### src/rtl/spi_slave_if.sv
// Host-side register/FIFO bus of the SPI target: transmit word load, received word strobe, busy flag.
// Latency: pure wiring, no storage; all timing lives in the spi_slave module.
// Backpressure: none; RxData/RxValid is a fire-and-forget strobe and TxLoad is always accepted.
//
// Signals (direction seen from the slave modport):
//    TxData   in   DATA_WIDTH  word returned to the SPI master at the next word boundary
//    TxLoad   in   1           writes TxData into the transmit holding register this cycle
//    RxData   out  DATA_WIDTH  last complete received word
//    RxValid  out  1           one-cycle pulse when RxData updates
//    Busy     out  1           high while a transfer is in progress (target selected)
//    RxRead   in   1           host has consumed RxData        (SPI_SLAVE_OVERRUN_EN only)
//    Overrun  out  1           sticky: a word was lost unread  (SPI_SLAVE_OVERRUN_EN only)
// The optional pair is present only when the macro SPI_SLAVE_OVERRUN_EN is defined.

interface spi_slave_if #(
   parameter int DATA_WIDTH = 8
);
   logic [DATA_WIDTH-1:0] TxData;
   logic                  TxLoad;
   logic [DATA_WIDTH-1:0] RxData;
   logic                  RxValid;
   logic                  Busy;
`ifdef SPI_SLAVE_OVERRUN_EN
   logic                  RxRead;
   logic                  Overrun;
`endif

   // The SPI target itself.
   modport slave (
      input  TxData,
      input  TxLoad,
`ifdef SPI_SLAVE_OVERRUN_EN
      input  RxRead,
      output Overrun,
`endif
      output RxData,
      output RxValid,
      output Busy
   );

   // The local host that feeds and drains the target.
   modport master (
      output TxData,
      output TxLoad,
`ifdef SPI_SLAVE_OVERRUN_EN
      output RxRead,
      input  Overrun,
`endif
      input  RxData,
      input  RxValid,
      input  Busy
   );
endinterface

### src/rtl/spi_slave.sv
// SPI target, modes 0-3, DATA_WIDTH-bit words MSB-first, pins oversampled by Clk.
// Latency: pin edge to internal action 3 Clk; RxData/RxValid registered on the Clk after the last sample.
// Backpressure: none on the SPI side; host loads TxHold at any time, received words are pulsed once.
//
// Ports:
//    Clk, Reset     system clock and synchronous active-high reset
//    MODE[1:0]      CPOL = MODE[1], CPHA = MODE[0]; captured when SS falls
//    host           spi_slave_if.slave: TxData/TxLoad in, RxData/RxValid/Busy out
//                   (plus RxRead/Overrun when SPI_SLAVE_OVERRUN_EN is defined)
//    SClk, SS, MOSI asynchronous SPI pins from the master
//    MISO, MisoOe   slave-out data and its pad enable
// Optional feature macro: SPI_SLAVE_OVERRUN_EN adds the RxRead/Overrun lost-word detection.

module spi_slave #(
   parameter int DATA_WIDTH = 8
) (
   input  logic       Clk,
   input  logic       Reset,
   input  logic [1:0] MODE,
   spi_slave_if.slave host,
   input  logic       SClk,
   input  logic       SS,
   input  logic       MOSI,
   output logic       MISO,
   output logic       MisoOe
);

   localparam int CW = (DATA_WIDTH > 2) ? $clog2(DATA_WIDTH) : 1;

   typedef enum logic {
      IDLE   = 1'b0,
      ACTIVE = 1'b1
   } state_t;

   state_t state_q, state_d;

   // ------------------------------------------------------------------
   // Pin synchronizers. Index 0 is the first stage. SClk and SS carry a
   // third stage so edges are seen as stage[1] != stage[2].
   // ------------------------------------------------------------------
   logic [2:0] sclk_s;
   logic [2:0] ss_s;
   logic [1:0] mosi_s;

   // The SS synchronizer presets to "deselected". If the pin is already low
   // when Reset drops, the preset-to-pin transition would look like a fresh
   // falling edge and restart an aborted transfer. ss_armed only rises once
   // a genuinely sampled high level of SS has been seen after reset.
   logic sync_live_q;
   logic ss_armed_q;

   always_ff @(posedge Clk) begin
      if (Reset) begin
         sclk_s      <= 3'b000;
         ss_s        <= 3'b111;
         mosi_s      <= 2'b00;
         sync_live_q <= 1'b0;
         ss_armed_q  <= 1'b0;
      end else begin
         sclk_s      <= {sclk_s[1:0], SClk};
         ss_s        <= {ss_s[1:0], SS};
         mosi_s      <= {mosi_s[0], MOSI};
         sync_live_q <= 1'b1;
         if (sync_live_q && ss_s[0]) begin
            ss_armed_q <= 1'b1;
         end
      end
   end

   logic ss_fall, ss_rise;
   logic sclk_rise, sclk_fall;
   logic mosi_sync;

   assign ss_fall   = ss_armed_q & ~ss_s[1] &  ss_s[2];
   assign ss_rise   =  ss_s[1] & ~ss_s[2];
   assign sclk_rise =  sclk_s[1] & ~sclk_s[2];
   assign sclk_fall = ~sclk_s[1] &  sclk_s[2];
   assign mosi_sync =  mosi_s[1];

   // ------------------------------------------------------------------
   // Datapath registers
   // ------------------------------------------------------------------
   logic [1:0]            mode_q;
   logic [DATA_WIDTH-1:0] tx_hold_q;
   logic [DATA_WIDTH-1:0] tx_shift_q;
   logic [DATA_WIDTH-1:0] rx_shift_q;
   logic [DATA_WIDTH-1:0] rx_data_q;
   logic                  rx_valid_q;
   logic [CW-1:0]         bit_cnt_q;
   logic                  miso_q;
   // first_q: the next shift event must present tx_shift's MSB rather than
   // advance the shifter (start of every CPHA=1 word, and every word after
   // the first within one selection).
   logic                  first_q;

   logic cpol, cpha;
   logic lead_edge, trail_edge;
   logic sample_evt, shift_evt;
   logic last_bit;

   assign cpol       = mode_q[1];
   assign cpha       = mode_q[0];
   assign lead_edge  = cpol ? sclk_fall : sclk_rise;
   assign trail_edge = cpol ? sclk_rise : sclk_fall;

   // CPHA=0 samples on leading and shifts on trailing; CPHA=1 the reverse.
   assign sample_evt = (state_q == ACTIVE) && (cpha ? trail_edge : lead_edge);
   assign shift_evt  = (state_q == ACTIVE) && (cpha ? lead_edge  : trail_edge);
   assign last_bit   = (bit_cnt_q == CW'(DATA_WIDTH - 1));

   // ------------------------------------------------------------------
   // FSM: state register
   // ------------------------------------------------------------------
   always_ff @(posedge Clk) begin
      if (Reset) begin
         state_q <= IDLE;
      end else begin
         state_q <= state_d;
      end
   end

   // ------------------------------------------------------------------
   // FSM: next state
   // ------------------------------------------------------------------
   always_comb begin
      state_d = state_q;
      case (state_q)
         IDLE:    if (ss_fall) state_d = ACTIVE;
         ACTIVE:  if (ss_rise) state_d = IDLE;
         default: state_d = IDLE;
      endcase
   end

   // ------------------------------------------------------------------
   // FSM: outputs
   // ------------------------------------------------------------------
   logic busy;

   always_comb begin
      busy   = 1'b0;
      MisoOe = 1'b0;
      MISO   = 1'b0;
      if (state_q == ACTIVE) begin
         busy   = 1'b1;
         MisoOe = 1'b1;
         MISO   = miso_q;
      end
   end

   // ------------------------------------------------------------------
   // Shift / count datapath
   // ------------------------------------------------------------------
   always_ff @(posedge Clk) begin
      if (Reset) begin
         mode_q     <= 2'b00;
         tx_hold_q  <= '0;
         tx_shift_q <= '0;
         rx_shift_q <= '0;
         rx_data_q  <= '0;
         rx_valid_q <= 1'b0;
         bit_cnt_q  <= '0;
         miso_q     <= 1'b0;
         first_q    <= 1'b0;
      end else begin
         rx_valid_q <= 1'b0;

         // Host may refill the holding register mid-word; the shifter only
         // picks it up at the next word boundary.
         if (host.TxLoad) begin
            tx_hold_q <= host.TxData;
         end

         case (state_q)
            IDLE: begin
               if (ss_fall) begin
                  mode_q     <= MODE;
                  tx_shift_q <= tx_hold_q;
                  bit_cnt_q  <= '0;
                  // CPHA=0 must present the MSB before the first leading
                  // edge; CPHA=1 presents it on that edge instead.
                  first_q    <= MODE[0];
                  miso_q     <= MODE[0] ? 1'b0 : tx_hold_q[DATA_WIDTH-1];
               end
            end

            ACTIVE: begin
               if (sample_evt) begin
                  rx_shift_q <= {rx_shift_q[DATA_WIDTH-2:0], mosi_sync};
                  if (last_bit) begin
                     rx_data_q  <= {rx_shift_q[DATA_WIDTH-2:0], mosi_sync};
                     rx_valid_q <= 1'b1;
                     bit_cnt_q  <= '0;
                     tx_shift_q <= tx_hold_q;
                     first_q    <= 1'b1;
                  end else begin
                     bit_cnt_q  <= bit_cnt_q + CW'(1);
                  end
               end

               // Sample and shift events come from opposite SClk edges and
               // can never fall in the same Clk cycle.
               if (shift_evt) begin
                  if (first_q) begin
                     miso_q  <= tx_shift_q[DATA_WIDTH-1];
                     first_q <= 1'b0;
                  end else begin
                     miso_q     <= tx_shift_q[DATA_WIDTH-2];
                     tx_shift_q <= {tx_shift_q[DATA_WIDTH-2:0], 1'b0};
                  end
               end

               // Deselect discards any partial word. A word whose final
               // sample lands in this same cycle has already been captured
               // above and still produces its RxValid.
               if (ss_rise) begin
                  bit_cnt_q <= '0;
                  miso_q    <= 1'b0;
                  first_q   <= 1'b0;
               end
            end

            default: ;
         endcase
      end
   end

   assign host.RxData  = rx_data_q;
   assign host.RxValid = rx_valid_q;
   assign host.Busy    = busy;

`ifdef SPI_SLAVE_OVERRUN_EN
   // ------------------------------------------------------------------
   // Lost-word detection: a new word arriving while the previous one is
   // still unread (and not being read this very cycle) flags Overrun.
   // A read coinciding with a new word leaves the new word pending.
   // ------------------------------------------------------------------
   logic rx_pending_q;
   logic overrun_q;

   always_ff @(posedge Clk) begin
      if (Reset) begin
         rx_pending_q <= 1'b0;
         overrun_q    <= 1'b0;
      end else begin
         if (rx_valid_q) begin
            rx_pending_q <= 1'b1;
         end else if (host.RxRead) begin
            rx_pending_q <= 1'b0;
         end
         if (rx_valid_q && rx_pending_q && !host.RxRead) begin
            overrun_q <= 1'b1;
         end
      end
   end

   assign host.Overrun = overrun_q;
`endif

endmodule

### src/flat_wrapper.sv
// flat-port wrapper written by rule: the top's interface ports become plain ports
module spi_slave_flat 
#(
   parameter int DATA_WIDTH = 8
)
  (Clk, Reset, MODE, SClk, SS, MOSI, MISO, MisoOe, host_TxData, host_TxLoad, host_RxData, host_RxValid, host_Busy);
  spi_slave_if #(.DATA_WIDTH(DATA_WIDTH)) host_i ();
  input  logic Clk;
  input  logic Reset;
  input  logic [1:0] MODE;
  input  logic SClk;
  input  logic SS;
  input  logic MOSI;
  output logic MISO;
  output logic MisoOe;
  input wire logic [$bits(host_i.TxData)-1:0] host_TxData;
  input wire logic [$bits(host_i.TxLoad)-1:0] host_TxLoad;
  output wire logic [$bits(host_i.RxData)-1:0] host_RxData;
  output wire logic [$bits(host_i.RxValid)-1:0] host_RxValid;
  output wire logic [$bits(host_i.Busy)-1:0] host_Busy;
  assign host_i.TxData = host_TxData;
  assign host_i.TxLoad = host_TxLoad;
  assign host_RxData = host_i.RxData;
  assign host_RxValid = host_i.RxValid;
  assign host_Busy = host_i.Busy;
  spi_slave #(.DATA_WIDTH(DATA_WIDTH)) u_core (.Clk(Clk), .Reset(Reset), .MODE(MODE), .host(host_i), .SClk(SClk), .SS(SS), .MOSI(MOSI), .MISO(MISO), .MisoOe(MisoOe));
endmodule
### config.mk
export PLATFORM = sky130hd
export DESIGN_NAME = spi_slave_flat
export DESIGN_NICKNAME = d
export VERILOG_FILES = /design/src/rtl/spi_slave_if.sv /design/src/rtl/spi_slave.sv /design/src/flat_wrapper.sv
export SDC_FILE = /design/constraint.sdc
export NUM_CORES = 1
export LEC_CHECK = 0
export BUFFER_PORTS_ARGS = -buffer_cell sky130_fd_sc_hd__buf_2
export CAP_MARGIN = 20
export CORE_MARGIN = 5
export CORE_UTILIZATION = 56
export DETAILED_ROUTE_END_ITERATION = 10
export PLACE_DENSITY = 0.83
export SETUP_SLACK_MARGIN = 0.3
export SLEW_MARGIN = 20
export SYNTH_ARGS = -nofsm -noshare
export SYNTH_HDL_FRONTEND = slang
export SYNTH_SLANG_ARGS = --single-unit
### constraint.sdc
create_clock -name Clk -period 2.05 [get_ports Clk]
set_clock_uncertainty 0.2 [all_clocks]
set_input_delay 0.3075 -clock Clk [delete_from_list [all_inputs] [get_ports Clk]]
set_output_delay 0.3075 -clock Clk [all_outputs]
set_load 0.05 [all_outputs]
* Word-level counts from Yosys, hierarchy flattened
Cells that the tools add are included.
** Storage, ports and cells
- Register bits :: 50
- Input port bits :: 16
- Word-level logic and storage cells :: 75
** Cells by class
- $add $sub $neg :: 1
- Eq/ne operators :: 4
- Multiplexer cells :: 35
- Bitwise operators :: 11
- Reduce and logical (&&, ||, !) cells :: 9
** Operators by type and width (number)
- $mux W8 :: 5
- $mux W1 :: 21
- $pmux W8 S2 :: 1
- $mux W3 :: 4
- $reduce_and A2 Y1 :: 4
- $ne A3 B3 Y1 const B :: 2
- $not A1 Y1 :: 6
- $pmux W1 S2 :: 3
- $pmux W3 S2 :: 1
- $and A1 B1 Y1 :: 5
- $add A3 B1 Y3 const B :: 1
- $eq A3 B3 Y1 const B :: 1
- $logic_and A1 B1 Y1 :: 3
- $reduce_and A3 Y1 :: 1
- $reduce_or A3 Y1 :: 1
- $ne A2 B1 Y1 const B :: 1

* Longest topological paths before layout
Gate-level depths: netlist of run 1.
- Depth after elaboration :: 10
- Depth in mapped cells :: 8
- Depth with buffers taken out :: 6

* Worst setup path before layout of run 1
OpenSTA, ideal clock, no wires.
- Kind :: flip-flop to output port
- From :: register u_core.state_q
- To :: output port MISO
- Arrival :: 1698 ps
- Path slack :: -156 ps
- Cell stages (with the launch flop) :: 4
- Cells stage by stage :: dfxtp_1 buf_4 clkbuf_1 and2_1
** On the way
- Longest elaborated chain between the ends :: 1
** RTL lines
- start: declaration :: line spi_slave.sv:35 : state_t state_q, state_d;
- start signal: assignment :: line spi_slave.sv:118 : state_q <= state_d;
- $mux W1 :: line spi_slave.sv:143 : if (state_q == ACTIVE) begin
- end: declaration :: line flat_wrapper.sv:14 : output logic MISO;
No other way between the ends.

* Final worst setup path of run 1
- From :: register u_core.bit_cnt_q[1]
- To :: register u_core.tx_shift_q[4]
** On the way
- Longest elaborated chain between the ends :: 6
** RTL lines
- start: declaration :: line spi_slave.sv:89 : logic [CW-1:0] bit_cnt_q;
- start signal: assignment :: line spi_slave.sv:196 : bit_cnt_q <= bit_cnt_q + CW'(1);
- $eq A3 B3 Y1 (*) :: line spi_slave.sv:109 : assign last_bit = (bit_cnt_q == CW'(DATA_WIDTH - 1));
- net u_core.last_bit :: line spi_slave.sv:99 : logic last_bit;
- $mux W8 (*) :: line spi_slave.sv:189 : if (last_bit) begin
- $mux W8 (*) :: line spi_slave.sv:187 : if (sample_evt) begin
- $mux W8 :: line spi_slave.sv:203 : if (first_q) begin
- $mux W8 (*) :: line spi_slave.sv:202 : if (shift_evt) begin
- $pmux W8 S2 (*) :: line spi_slave.sv:173 : case (state_q)
- end signal: assignment :: line spi_slave.sv:177 : tx_shift_q <= tx_hold_q;
- end signal: assignment :: line spi_slave.sv:193 : tx_shift_q <= tx_hold_q;
- end signal: assignment :: line spi_slave.sv:208 : tx_shift_q <= {tx_shift_q[DATA_WIDTH-2:0], 1'b0};
- end: declaration :: line spi_slave.sv:85 : logic [DATA_WIDTH-1:0] tx_shift_q;
Mark *: on every way through the listed nets, which the timed path passes. The rest lies on a longest branch.
A chain may end at the register's enable or synchronous reset.

==> results of run 1 <==
-- power by group --
part	internal (mW)	total, mW	switching [mW]
Combinational	0.0561	0.127	0.0710
Clock	0.273	0.589	0.316
Sequential	0.990	1.01	0.0170
-- sequential cells by signal, summed over array words and instances (netlist names), 2 cells and up --
name / flops
u_core.host.RxData: 8
u_core.tx_shift_q: 8
u_core.mosi_s: 2
u_core.tx_hold_q: 8
u_core.ss_s: 3
u_core.bit_cnt_q: 3
u_core.rx_shift_q: 7
u_core.mode_q: 2
u_core.sclk_s: 3
-- routing by layer --
metal  part of all wire  global-route usage  wire, um  up-vias
met2               0.47              0.3094      2478       76
met4              0.017             0.06889        90        0
met3              0.067             0.05263       354       10
met5                  0                   0         0        -
met1               0.44              0.2733      2323      880
li1                   -                   -         -      866
-- how the worst max path moves through the flow --
stage,end,slack (ps),cells after the start
finish,u_core.tx_shift_q[4],180,6
global route,u_core.tx_shift_q[1],100,6
CTS,u_core.tx_shift_q[1],240,6
detailed placement,u_core.bit_cnt_q[0],220,4
global placement,u_core.bit_cnt_q[0],240,4
floorplan,u_core.host.RxData[7],300,8
-- per-stage QoR --
step           cells  cell area [sq um]  utilization  hold slack [ps]  setup WS (ps)
2_1_floorplan    219               2201            -            211.3          297.8
3_3_place_gp     287               2370       0.6425            219.7          235.2
3_5_place_dp     287               2370       0.6425            224.7          216.9
4_1_cts          306               2575       0.6981            12.07          240.2
5_1_grt          307               2661       0.7215            22.99          104.4
6_report         307               2661       0.7215            17.73          178.4
-- synth_stat cells --
master,instances
clkbuf_1,6
ha_1,2
nor2_1,23
buf_6,1
a22oi_1,1
dfxtp_1,50
o2111ai_1,1
o211a_1,1
nand3_1,14
nand4b_1,2
o221ai_1,7
clkbuf_2,1
a31oi_1,3
and2_1,2
nand3b_1,1
nand2b_1,1
or2_2,3
mux2_2,10
nor3_1,1
nand4_1,1
a2111oi_4,1
mux2_4,1
o211ai_1,1
nand2_1,12
mux2i_1,25
buf_1,2
and2b_1,2
or3_1,1
nor3b_1,2
buf_4,2
o21ai_0,10
inv_1,3
buf_8,1
buf_2,2
a311oi_1,1
o2bb2ai_1,1
a22o_1,3
nor2b_1,6
a21oi_1,11
xnor2_2,1
-- cell families after synthesis --
logic type,count (synthesis)
buffers and inverters,18
XOR/XNOR,1
multiplexers,36
AO/OA/AOI/OAI,41
AND/OR/NAND/NOR,71
adder cells (fa/ha/maj),2
flip-flops,50
-- repair_timing --
| item | in CTS | in global routing |
|---|---|---|
| setup endpoints to repair | 23 | 31 |
| cloned | 2 | 0 |
| hold buffers | 1 | 0 |
| gates resized for setup | 5 | 27 |
| buffers inserted | 8 | 1 |
| pin swaps | 6 | 10 |
| hold endpoints to repair | 1 | 0 |
-- cells in the final DEF (no fill, tap or decap), types with 2 or more instances in the layout --
master	synthesis	final
a31oi_1	3	3
dfxtp_4	0	2
a21oi_1	11	8
a21oi_2	0	3
nor2b_1	6	6
inv_1	3	3
dfxtp_2	0	3
o21ai_0	10	3
buf_4	2	16
nor2_1	23	23
a22o_1	3	3
clkbuf_8	0	6
mux2_4	1	3
nand3_1	14	14
buf_6	1	3
dfxtp_1	50	45
nand2_1	12	12
or2_2	3	3
buf_2	2	25
mux2i_1	25	23
mux2_2	10	10
ha_4	0	2
o221ai_1	7	7
nand4b_1	2	2
and2b_1	2	2
nor3b_1	2	2
o21ai_2	0	7
-- area by class of cell --
cell class | instances | share of cell area
Clock buffer | 7 | 0.03244
Clock inverter | 1 | 0.001881
Inverter | 3 | 0.004231
Multi-Input combinational cell | 153 | 0.4499
Sequential cell | 50 | 0.3803
Tap cell | 48 | 0.02257
Timing Repair Buffer | 45 | 0.1086
==> results.json, run 1 <==
{
  "run_status": "complete, no violations",
  "layout-drive-gt1-share": 0.3552,
  "synth_cells": 219,
  "floorplan.initialDensity": 0.5848,
  "cp-end-kind": "flop",
  "dieHeight_um": 72.07,
  "syn_area_sq_mm": 0.002157,
  "r2r_setup_slack_ps": 180,
  "die_area_sq_mm": 0.005193,
  "synthXorXnorAreaFrac": 0.007541,
  "clock_path_buffers": 2,
  "numCtsBuffers": 5,
  "period_share": 0.9130,
  "clkTransAtPathRegs_ps": 90,
  "die_x_um": 72.07,
  "port_buffers": 27,
  "tightest_slew_ps": 460.9,
  "grt_pass1_vias": 1668,
  "synth_fa_ha_area_frac": 0.01160,
  "ys_seq_area_frac": 0.4640,
  "synth_top_family_by_area": "multiplexers",
  "place.gp.congestion": 0.7819,
  "final-setup-viol-count": 0,
  "drtAntennaViolNets": 0,
  "r2r_cells": 6,
  "area_delta_synth_final_pct": 23.38,
  "crit_type": "reg2reg",
  "hold_start": "SClk",
  "min_period_ps": 1872,
  "grt_pass1_wl_mm": 8.217,
  "hold_end": "u_core.sclk_s[0]",
  "cp-startpoint": "u_core.bit_cnt_q[1]",
  "r2r_start": "u_core.bit_cnt_q[1]",
  "clk_latency_ps": 310,
  "syn_area_per_cell_sq_um": 9.850,
  "rows": 22,
  "dpl.hpwl_mm": 3.018,
  "hp-class": "in2reg",
  "cpLargestDelayFamily": "multiplexers",
  "synth_top_area_cell": "dfxtp_1",
  "critPathBufInv": 0,
  "grt_max_degree": 26,
  "root_buffer": "clkbuf_8",
  "dr.first_iter.drc_count": 214,
  "relSlewSlack": 0.6916,
  "synth_compound_area_frac": 0.1346,
  "finalHoldViolations": 0,
  "viasPerCell": 5.967,
  "grt_use_total": 0.2012,
  "pin_count": 28,
  "holdPathStages": 2,
  "cts_sinks": 50,
  "core-area_sq_mm": 0.003689,
  "tritoncts": "built",
  "drc": 0,
  "max_freq_mhz": 534.3,
  "synth-seq-cells": 50,
  "num_antenna_cells": 0,
  "p_leak_nw": 1.153,
  "slew_viol_final": 0,
  "max_stage_delay_ps": 390,
  "reg2reg_to": "u_core.tx_shift_q[4]",
  "cpMostUsedCell": "ha_4",
  "yosysUniqueCellTypes": 40,
  "synthTopCellsByArea": "dfxtp_1, mux2i_1, mux2_2, nor2_1, nand3_1",
  "start_kind": "flop",
  "synth_top_area_frac": 0.4640,
  "critPathSlowestCell": "mux2_4",
  "fillers": 259,
  "vias": 1832,
  "power_per_cell_area_mw_per_mm2": 647.3,
  "crit_chain": "ha_4 > ha_4 > nand4b_1 > mux2_4 > mux2i_1 > o221ai_1",
  "ys_warn_count": 0,
  "antenna_found_initial": 0,
  "multiInputGateArea_sq_mm": 0.001197,
  "finalPower_mw": 1.723,
  "rsz0062_at_grt": "true",
  "wl_per_cell_um": 17.09,
  "path_max_fanout": 5,
  "regArea_sq_mm": 0.001012,
  "synthMuxAreaShare": 0.1752,
  "dr.pass1.iters": 4,
  "drv_cap": 0,
  "cp_data_arrival_time_ps": 1860,
  "grt_overflow": 0,
  "synthesis.nets": 237,
  "peakVddDrop_mv": 0.6586,
  "nets": 276,
  "setup_tns_ps": 0,
  "yosys.area_share.simple": 0.1618,
  "crit_required_ps": 2040,
  "wl_mm": 5.246,
  "htreeDepth": 2
}
Power figures use the tool's default switching activity.
==> inputs of run 2 (changes only) <==
--- a/config.mk
+++ b/config.mk
@@ -7,12 +7,14 @@
 export LEC_CHECK = 0
 export BUFFER_PORTS_ARGS = -buffer_cell sky130_fd_sc_hd__buf_2
 export CAP_MARGIN = 20
+export CELL_PAD_IN_SITES_DETAIL_PLACEMENT = 0
+export CELL_PAD_IN_SITES_GLOBAL_PLACEMENT = 1
 export CORE_MARGIN = 5
-export CORE_UTILIZATION = 56
+export CORE_UTILIZATION = 44
 export DETAILED_ROUTE_END_ITERATION = 10
 export PLACE_DENSITY = 0.83
 export SETUP_SLACK_MARGIN = 0.3
-export SLEW_MARGIN = 20
+export SLEW_MARGIN = 25
 export SYNTH_ARGS = -nofsm -noshare
 export SYNTH_HDL_FRONTEND = slang
 export SYNTH_SLANG_ARGS = --single-unit
==> run 2 against run 1 <==
Net effect: setup slack improved by 37 ps; count of clock-buffer cells in the layout did not move; cell area fell by 0.33%; maximum frequency rose by 2.0%; global-route usage fell by 5.0 points; core utilization fell by 16 points; die area rose by 23%; power fell by 1.0%; via count fell by 6.3%; worst hold slack got worse by 6.1 ps.
==> results.json, run 2 (same netlist as run 1, synthesis figures left out) <==
{
  "area_delta_synth_final_pct": 22.97,
  "layout_common_cells": "dfxtp_1, buf_2, mux2i_1",
  "drc": 0,
  "grt_pass1_vias": 1608,
  "dieHeight_um": 80.02,
  "floorplan.initialDensity": 0.4537,
  "crit_required_ps": 2020,
  "r2r_start": "u_core.bit_cnt_q[0]",
  "final-setup-viol-count": 0,
  "cp_data_arrival_time_ps": 1810,
  "cp-end-kind": "flop",
  "numCtsBuffers": 5,
  "p_leak_nw": 1.163,
  "rows": 25,
  "htreeDepth": 2,
  "fin_cells": 328,
  "vias": 1716,
  "place.gp.congestion": 0.7651,
  "num_antenna_cells": 0,
  "reg2reg_to": "u_core.tx_shift_q[7]",
  "viasPerCell": 5.232,
  "nets": 278,
  "relSlewSlack": 0.6806,
  "min_period_ps": 1835,
  "met3_usage": 0.03725,
  "core-area_sq_mm": 0.004755,
  "root_buffer": "clkbuf_8",
  "r2r_cells": 6,
  "crit_type": "reg2reg",
  "antenna_found_initial": 0,
  "path_max_fanout": 9,
  "power_per_cell_area_mw_per_mm2": 642.7,
  "wl_per_cell_um": 14.33,
  "clkTransAtPathRegs_ps": 80,
  "r2r_setup_slack_ps": 210,
  "dr.pass1.iters": 4,
  "die_x_um": 80.02,
  "grt.busiest_layer": "met2",
  "placed_cells": 306,
  "slew_viol_final": 0,
  "fillers": 448,
  "grt_pass1_wl_mm": 7.610,
  "rsz0062_at_grt": "true",
  "period_share": 0.8952,
  "dr.first_iter.drc_count": 127,
  "hold_end": "u_core.mosi_s[0]",
  "finalPower_mw": 1.705,
  "fin_ws_ps": 214.9,
  "run_status": "complete, no violations",
  "drv_cap": 0,
  "hp-class": "in2reg",
  "grt_max_degree": 26,
  "dp_slack_ps": 168.1,
  "whs_ps": 11.66,
  "holdPathStages": 2,
  "tritoncts": "built",
  "cts_sinks": 50,
  "tightest_slew_ps": 477.3,
  "setup_tns_ps": 0,
  "grt_overflow": 0,
  "clk_latency_ps": 300,
  "dpl.hpwl_mm": 2.922,
  "grt_use_total": 0.1508,
  "grt_use_met2": 0.2227,
  "finalHoldViolations": 0,
  "peakVddDrop_mv": 0.3632,
  "layout-drive-gt1-share": 0.3333,
  "drtAntennaViolNets": 0,
  "clock_path_buffers": 2,
  "wl_mm": 4.699,
  "pin_count": 28,
  "final_common_cell": "dfxtp_1",
  "port_buffers": 27,
  "start_kind": "flop",
  "die_area_sq_mm": 0.006402,
  "max_freq_mhz": 544.9,
  "hold_start": "MOSI",
  "grtUsageMet1": 0.2111
}
[run 2: how the worst max path moves through the flow]
stage,depth (start not counted),end,from,slack (ps)
floorplan,8,u_core.host.RxData[7],u_core.bit_cnt_q[1],300
global placement,5,u_core.tx_shift_q[7],u_core.sclk_s[1],180
detailed placement,5,u_core.tx_shift_q[7],u_core.sclk_s[1],170
CTS,5,u_core.bit_cnt_q[0],u_core.mode_q[1],210
global route,6,u_core.tx_shift_q[7],u_core.bit_cnt_q[1],130
finish,6,u_core.tx_shift_q[7],u_core.bit_cnt_q[0],210
[run 2: through the flow]
stage	util	instance area [sq um]
2_1_floorplan	-	2201
3_3_place_gp	0.5034	2394
3_5_place_dp	0.5034	2394
4_1_cts	0.5400	2567
5_1_grt	0.5579	2653
6_report	0.5579	2653
[run 2: timing repair]
item / CTS / global route
pin swaps: 4 / 7
endpoints found under the setup margin: 13 / 29
hold buffers: 1 / 0
hold endpoints to repair: 1 / 0
gates cloned: 0 / 1
gates resized for setup: 2 / 13
setup buffers: 9 / 3
[run 2: layer usage]
layer,vias up,part of all wire
li1,867,-
met1,813,0.51
met2,30,0.44
met3,6,0.041
met4,0,0.014
met5,-,0
[run 2: cell type report]
cell class | count | area [sq um] | share of cell area
clock buffer | 7 | 86.33 | 0.03255
timing repair buffer | 48 | 299.0 | 0.1127
multi-input combinational | 152 | 1151 | 0.4340
tap | 67 | 83.83 | 0.03160
clock inverter | 1 | 5.005 | 0.001887
inverter | 3 | 15.01 | 0.005660
sequential | 50 | 1012 | 0.3816
[run 2: critical path, cell delays in order (launching register included)]
cell	delay (ps)
dfxtp_4	370
ha_4	140
ha_4	150
nand4b_1	140
mux2_4	400
mux2i_1	180
o221ai_1	130
[run 2: power breakdown]
| part | internal [mW] | switching [mW] | leakage (nW) |
|---|---|---|---|
| Sequential | 0.989 | 0.0159 | 0.410 |
| Clock | 0.272 | 0.305 | 0.0482 |
| Combinational | 0.0558 | 0.0663 | 0.705 |
